==> config.mk <==
export PLATFORM = sky130hd
export DESIGN_NAME = load_store_unit
export DESIGN_NICKNAME = d
export VERILOG_FILES = /design/src/rtl/load_store_unit_pkg.sv /design/src/rtl/load_store_unit_load_extend.sv /design/src/rtl/load_store_unit.sv
export SDC_FILE = /design/constraint.sdc
export NUM_CORES = 1
export LEC_CHECK = 0
export ABC_CLOCK_PERIOD_IN_PS = 1900
export CORE_UTILIZATION = 44
export CTS_CLUSTER_DIAMETER = 50
export DETAILED_ROUTE_END_ITERATION = 16
export HOLD_SLACK_MARGIN = 0.02
export PLACE_DENSITY = 0.8
export SYNTH_ARGS = -nofsm -noshare
export SYNTH_HDL_FRONTEND = slang
export SYNTH_SLANG_ARGS = --single-unit
export TNS_END_PERCENT = 1
==> constraint.sdc <==
create_clock -name i_clk -period 1.9 [get_ports i_clk]
set_input_delay 0.285 -clock i_clk [delete_from_list [all_inputs] [get_ports i_clk]]
set_output_delay 0.285 -clock i_clk [all_outputs]
set_load 0.005 [all_outputs]
==> src/rtl/load_store_unit_pkg.sv <==
// load_store_unit_pkg: shared widths, funct3 and fault codes, FSM states and command legality check
package load_store_unit_pkg;
  localparam int XLEN = 32;
  localparam logic [2:0] LB  = 3'b000;
  localparam logic [2:0] LH  = 3'b001;
  localparam logic [2:0] LW  = 3'b010;
  localparam logic [2:0] LBU = 3'b100;
  localparam logic [2:0] LHU = 3'b101;
  localparam logic [2:0] SB  = 3'b000;
  localparam logic [2:0] SH  = 3'b001;
  localparam logic [2:0] SW  = 3'b010;
  localparam logic [2:0] FC_NONE           = 3'd0;
  localparam logic [2:0] FC_LOAD_MISALIGN  = 3'd1;
  localparam logic [2:0] FC_STORE_MISALIGN = 3'd2;
  localparam logic [2:0] FC_ILLEGAL        = 3'd3;
  localparam logic [2:0] FC_TIMEOUT        = 3'd4;
  typedef enum logic [2:0] {S_IDLE, S_REQ, S_REL, S_DONE, S_FAULT} lsu_state_e;
  // Illegal funct3 outranks misalignment; FC_NONE means the command may go to memory.
  function automatic logic [2:0] cmd_fault(input logic is_store, input logic [2:0] f3, input logic [1:0] a);
    logic legal, mis;
    legal = is_store ? (f3 inside {SB, SH, SW}) : (f3 inside {LB, LH, LW, LBU, LHU});
    mis = (f3[1:0] == 2'b01 && a[0]) || (f3[1:0] == 2'b10 && a != 2'b00);
    return !legal ? FC_ILLEGAL : !mis ? FC_NONE : is_store ? FC_STORE_MISALIGN : FC_LOAD_MISALIGN;
  endfunction
endpackage

==> src/rtl/load_store_unit_load_extend.sv <==
// lsu_load_extend: sign/zero extends a right-aligned load field according to funct3
//   i_funct3 : RV32I load funct3
//   i_data   : raw memory field, right-aligned
//   o_data   : extended result (unknown funct3 passes data through)
module lsu_load_extend
  import load_store_unit_pkg::*;
(
  input  logic [2:0]      i_funct3,
  input  logic [XLEN-1:0] i_data,
  output logic [XLEN-1:0] o_data
);
  always_comb
    o_data = i_funct3 == LB  ? {{(XLEN-8){i_data[7]}}, i_data[7:0]} :
             i_funct3 == LH  ? {{(XLEN-16){i_data[15]}}, i_data[15:0]} :
             i_funct3 == LBU ? {{(XLEN-8){1'b0}}, i_data[7:0]} :
             i_funct3 == LHU ? {{(XLEN-16){1'b0}}, i_data[15:0]} : i_data;
endmodule

==> src/rtl/load_store_unit.sv <==
// load_store_unit: validates one load/store command and runs a four-phase req/ack handshake with data memory
//   i_clk, i_rst_n            : clock, async active-low reset
//   i_start/i_is_store/i_funct3/i_addr/i_wdata : core command, sampled only when idle
//   o_busy/o_done/o_rdata/o_fault/o_fault_cause : status back to the core
//   o_mem_req/o_mem_addr/o_mem_data/o_mem_funct3/o_mem_read_write : request to memory
//   i_mem_ack/i_mem_data      : memory acknowledge and right-aligned read data
module load_store_unit
  import load_store_unit_pkg::*;
#(
  parameter int TIMEOUT = 16,
  parameter int TCNT_W  = 5
) (
  input  logic            i_clk,
  input  logic            i_rst_n,
  input  logic            i_start,
  input  logic            i_is_store,
  input  logic [2:0]      i_funct3,
  input  logic [XLEN-1:0] i_addr,
  input  logic [XLEN-1:0] i_wdata,
  output logic            o_busy,
  output logic            o_done,
  output logic [XLEN-1:0] o_rdata,
  output logic            o_fault,
  output logic [2:0]      o_fault_cause,
  output logic            o_mem_req,
  output logic [XLEN-1:0] o_mem_addr,
  output logic [XLEN-1:0] o_mem_data,
  output logic [2:0]      o_mem_funct3,
  output logic            o_mem_read_write,
  input  logic            i_mem_ack,
  input  logic [XLEN-1:0] i_mem_data
);
  lsu_state_e state_q, state_d;
  logic [TCNT_W-1:0] cnt_q, cnt_d;
  logic [XLEN-1:0] addr_q, wdata_q, data_q, rdata_q, ext_data;
  logic [2:0] f3_q, cause_q, cmd_cause;
  logic rw_q, timeout;
  assign cmd_cause = cmd_fault(i_is_store, i_funct3, i_addr[1:0]);
  assign timeout = cnt_q == TCNT_W'(TIMEOUT - 1);
  lsu_load_extend u_ext (.i_funct3(f3_q), .i_data(data_q), .o_data(ext_data));
  always_ff @(posedge i_clk or negedge i_rst_n)
    if (!i_rst_n) begin
      state_q <= S_IDLE;
      cnt_q   <= '0;
    end else begin
      state_q <= state_d;
      cnt_q   <= cnt_d;
    end
  always_comb begin
    state_d = state_q;
    case (state_q)
      S_IDLE:  state_d = !i_start ? S_IDLE : cmd_cause == FC_NONE ? S_REQ : S_FAULT;
      S_REQ:   state_d = i_mem_ack ? S_REL : timeout ? S_FAULT : S_REQ;
      S_REL:   state_d = !i_mem_ack ? S_DONE : timeout ? S_FAULT : S_REL;
      default: state_d = S_IDLE;
    endcase
    // The counter restarts on every state change so each handshake phase gets its own budget.
    cnt_d = (state_d == state_q && (state_q == S_REQ || state_q == S_REL)) ? cnt_q + 1'b1 : '0;
  end
  always_ff @(posedge i_clk or negedge i_rst_n)
    if (!i_rst_n) begin
      addr_q  <= '0;
      wdata_q <= '0;
      f3_q    <= '0;
      rw_q    <= 1'b0;
      cause_q <= FC_NONE;
      data_q  <= '0;
      rdata_q <= '0;
    end else begin
      if (state_q == S_IDLE && i_start) begin
        addr_q  <= i_addr;
        wdata_q <= i_wdata;
        f3_q    <= i_funct3;
        rw_q    <= !i_is_store;
        cause_q <= cmd_cause;
      end
      if (state_q != S_IDLE && state_d == S_FAULT) cause_q <= FC_TIMEOUT;
      if (state_q == S_REQ && i_mem_ack) data_q <= i_mem_data;
      if (state_q == S_REL && state_d == S_DONE && rw_q) rdata_q <= ext_data;
    end
  always_comb begin
    o_busy           = state_q != S_IDLE;
    o_mem_req        = state_q == S_REQ;
    o_done           = state_q == S_DONE;
    o_fault          = state_q == S_FAULT;
    o_fault_cause    = o_fault ? cause_q : FC_NONE;
    o_rdata          = rdata_q;
    o_mem_addr       = addr_q;
    o_mem_data       = wdata_q;
    o_mem_funct3     = f3_q;
    o_mem_read_write = rw_q;
  end
endmodule

==> out/qor.json <==
{
  "status": {
    "outcome": "finished, final reports clean"
  },
  "global_route": {
    "grt_start_max_net_pins": 55,
    "grt_first_pass_wirelength_um": 22500,
    "grt_util_all_layers_pct": 22.2,
    "first_global_vias": 4707,
    "antenna_found_initial": 0,
    "grt_remaining_overflow": 0
  },
  "clock_network": {
    "clk_root_buffer_cell": "sky130_fd_sc_hd__clkbuf_16",
    "cts.clk_slew.worst_paths_ps": 50,
    "clkLatencyLatePin_ps": 410,
    "clock-sinks": 143,
    "htree_num_levels": 4,
    "cts_inserted_buffers": 17,
    "cts_tree": "built",
    "maximum_clock_path_buffer_count": 2
  },
  "detailed_routing": {
    "via_per_inst": 4.88,
    "detailroute.via_count": 4640,
    "drt_first_pass_iters": 4,
    "totalWireLength_um": 14100,
    "drt-wirelength-per-cell_um": 14.9,
    "ant_nets": 0,
    "dr.first_iter.drc_count": 322,
    "drt_drc_violations_left": 0
  },
  "timing": {
    "final_max_slew_viol_count": 0,
    "grt_setup_unrepaired": "true",
    "max_clock_freq_ghz": 0.542,
    "report.final.setup_viol": 0,
    "final.setup.tns_ps": 0,
    "tightest_slew_ps": 581,
    "skew_ps": 4.51,
    "final_hold_vios": 0,
    "worst_slack_ps": 56.1,
    "finalCriticalPeriod_ps": 1840,
    "period_share_pct": 97.0,
    "timing.max_slew.rel_slack_pct": 61.2
  },
  "flow_run": {
    "count_of_maximum_capacitance_violations": 0
  },
  "logic_synthesis": {
    "asyncSetResetFlopFracSynth_pct": 100,
    "yosys.area.top_type_share_pct": 62.8,
    "post_synth_instance_area_mm2": 0.00570,
    "synth_cell_type_count": 35,
    "post_synth.cell_area_avg_um2": 10.3,
    "ys.warnings.count": 0,
    "postSynthCellCount": 553,
    "synth-seq-area-share_pct": 62.8,
    "post_synth_main_area_contributors": "sky130_fd_sc_hd__dfrtp_1 (63%), sky130_fd_sc_hd__nand2_1 (15%), sky130_fd_sc_hd__mux2_2 (7.5%)",
    "synth-seq-cells": 143,
    "postSynth.topFlopCell": "sky130_fd_sc_hd__dfrtp_1",
    "synth_enable_flop_cells": 0,
    "synth_top_cell_by_area": "sky130_fd_sc_hd__dfrtp_1",
    "netlist_top_cells_count": "sky130_fd_sc_hd__nand2_1 (226), sky130_fd_sc_hd__dfrtp_1 (143), sky130_fd_sc_hd__mux2_2 (38)",
    "synth.net_count": 659,
    "top_count_cell_post_synth": "sky130_fd_sc_hd__nand2_1"
  },
  "worst_setup_path": {
    "critical_path_class": "reg -> out",
    "crit_path_max_fanout": 4,
    "cp_data_arrival_time_ps": 1560,
    "req_time_crit_path_ps": 1620,
    "crit_path_end_kind": "output port",
    "critPathLaunchType": "flop"
  },
  "power_and_ir_drop": {
    "power.density_mw_per_mm2": 1600,
    "sequentialPowerShare_pct": 39.0,
    "intPower_mw": 9.42,
    "netSwitchingPower_mw": 4.30,
    "vdd_ir_drop_max_v": 0.000697,
    "switching_share_pct": 31.3,
    "share_clk_of_total_power_pct": 21.6,
    "power_frac_comb_pct": 39.4,
    "leakagePower_nw": 3.94
  },
  "min_path": {
    "hold_class": "in -> async"
  },
  "floorplan": {
    "dieHeight_um": 116,
    "initial_core_util_pct": 45.1,
    "die_area_mm2": 0.0134,
    "placementRows": 41,
    "die_x_um": 116,
    "ios": 211,
    "coreArea_mm2": 0.0126
  },
  "placed_design": {
    "globalplace.congestion": 0.772,
    "pre_cts_slack_ps": 74.8,
    "port_buffers": 210,
    "place.detailed.hpwl_um": 10000
  },
  "finish": {
    "nFillCells": 961,
    "post_route_cells_drive_above_1_share_pct": 11.7,
    "area.growth.synth_to_final_pct": 50.7,
    "fin_nets": 871,
    "diodes": 0
  }
}
-- kinds of logic (layout without fill, tap and decap cells) --
kind of cell | after synthesis | in the layout | synth area share [%]
AO/OA/AOI/OAI | 48 | 48 | 5.03
XOR/XNOR | 2 | 2 | 0.308
adder cells (fa/ha/maj) | 2 | 2 | 0.439
buffers and inverters | 39 | 264 | 3.71
flip-flops | 143 | 143 | 62.8
multiplexers | 41 | 41 | 8.08
AND/OR/NAND/NOR | 278 | 278 | 19.6
-- timing repair --
action	CTS	global route
gates resized for setup	8	9
setup endpoints to repair	7	8
endpoints found under the hold margin	52	0
hold buffers	1	0
buffers inserted	0	1
pin swaps	2	1
-- path summary, 6_finish.rpt --
kind,startpoint,end,slack [ps],cells after the start
min in group i_clk,i_wdata[23],o_mem_data[23],400,3
hold / removal,i_rst_n,o_mem_data[0],390,2
setup / recovery,state_q[1],o_fault_cause[0],60,4
setup reg to reg,state_q[2],o_rdata[23],240,7
max in group asynchronous,i_rst_n,o_mem_addr[11],850,3
hold reg to reg,o_mem_data[2],o_mem_data[2],470,2
-- metal layers --
metal	routed length [µm]	GRT usage, %	part of all wire, %	vias to the layer above
met5	0	0	0	-
met3	920	7.27	6.5	32
met2	7320	38.2	52	154
met4	384	10.7	2.7	0
li1	-	-	-	2221
met1	5500	24.9	39	2233
-- metrics by stage --
stage	hold slack, ps	power [mW]	std cells	cell area [µm²]	util (%)
after global routing	387	14.6	950	8580	68.0
after global placement	269	10.5	916	8030	63.6
final	395	13.7	950	8580	68.0
after CTS	379	13.8	949	8570	67.9
after detailed placement	276	10.8	916	8030	63.6
after floorplan	-10.6	7.62	553	5700	-
-- cells in the final DEF, fill, tap and decap left out, types with 2 or more instances in the layout --
cell type / instances
sky130_fd_sc_hd__a21oi_1: 7
sky130_fd_sc_hd__a31oi_1: 24
sky130_fd_sc_hd__and2_1: 4
sky130_fd_sc_hd__buf_12: 6
sky130_fd_sc_hd__buf_4: 10
sky130_fd_sc_hd__clkbuf_1: 5
sky130_fd_sc_hd__clkbuf_16: 17
sky130_fd_sc_hd__clkbuf_2: 2
sky130_fd_sc_hd__clkbuf_8: 4
sky130_fd_sc_hd__clkdlybuf4s15_1: 3
sky130_fd_sc_hd__clkdlybuf4s50_1: 202
sky130_fd_sc_hd__clkinv_2: 5
sky130_fd_sc_hd__dfrtp_1: 142
sky130_fd_sc_hd__ha_1: 2
sky130_fd_sc_hd__inv_1: 5
sky130_fd_sc_hd__mux2_1: 2
sky130_fd_sc_hd__mux2_2: 38
sky130_fd_sc_hd__nand2_1: 225
sky130_fd_sc_hd__nand3b_1: 2
sky130_fd_sc_hd__nor2_1: 31
sky130_fd_sc_hd__nor3_1: 3
sky130_fd_sc_hd__nor3_4: 2
sky130_fd_sc_hd__o21ai_0: 12
-- power by group through the flow --
stage / combinational [mW] / sequential (mW) / clock [mW]
5_1_grt: 5.96 / 5.52 / 3.15
3_3_place_gp: 5.24 / 5.30 / 0
2_1_floorplan: 2.32 / 5.30 / 0
3_5_place_dp: 5.43 / 5.39 / 0
4_1_cts: 5.46 / 5.35 / 3.02
6_report: 5.41 / 5.34 / 2.96
-- final cells by class --
cell class	count	area [µm²]	share of cell area [%]
Sequential cell	143	3580	41.7
Timing Repair Buffer	227	2300	26.8
Multi-Input combinational cell	371	1940	22.6
Clock buffer	26	499	5.82
Tap cell	172	215	2.51
Clock inverter	6	32.5	0.379
Inverter	5	18.8	0.219
-- critical path: stages, from the launching register on --
cell and delay, ps:
sky130_fd_sc_hd__dfrtp_1 390, sky130_fd_sc_hd__nor3b_2 240, sky130_fd_sc_hd__buf_4 160, sky130_fd_sc_hd__and2_1 140, sky130_fd_sc_hd__clkdlybuf4s15_1 230
-- flip-flops by register name, indices dropped and copies added (netlist names) --
signal / flops
data_q: 32
o_mem_addr: 32
o_mem_data: 32
o_rdata: 32
cnt_q: 5
cause_q: 3
o_mem_funct3: 3
state_q: 3
o_mem_read_write: 1
Note: power is estimated with default switching activity, not from simulation.
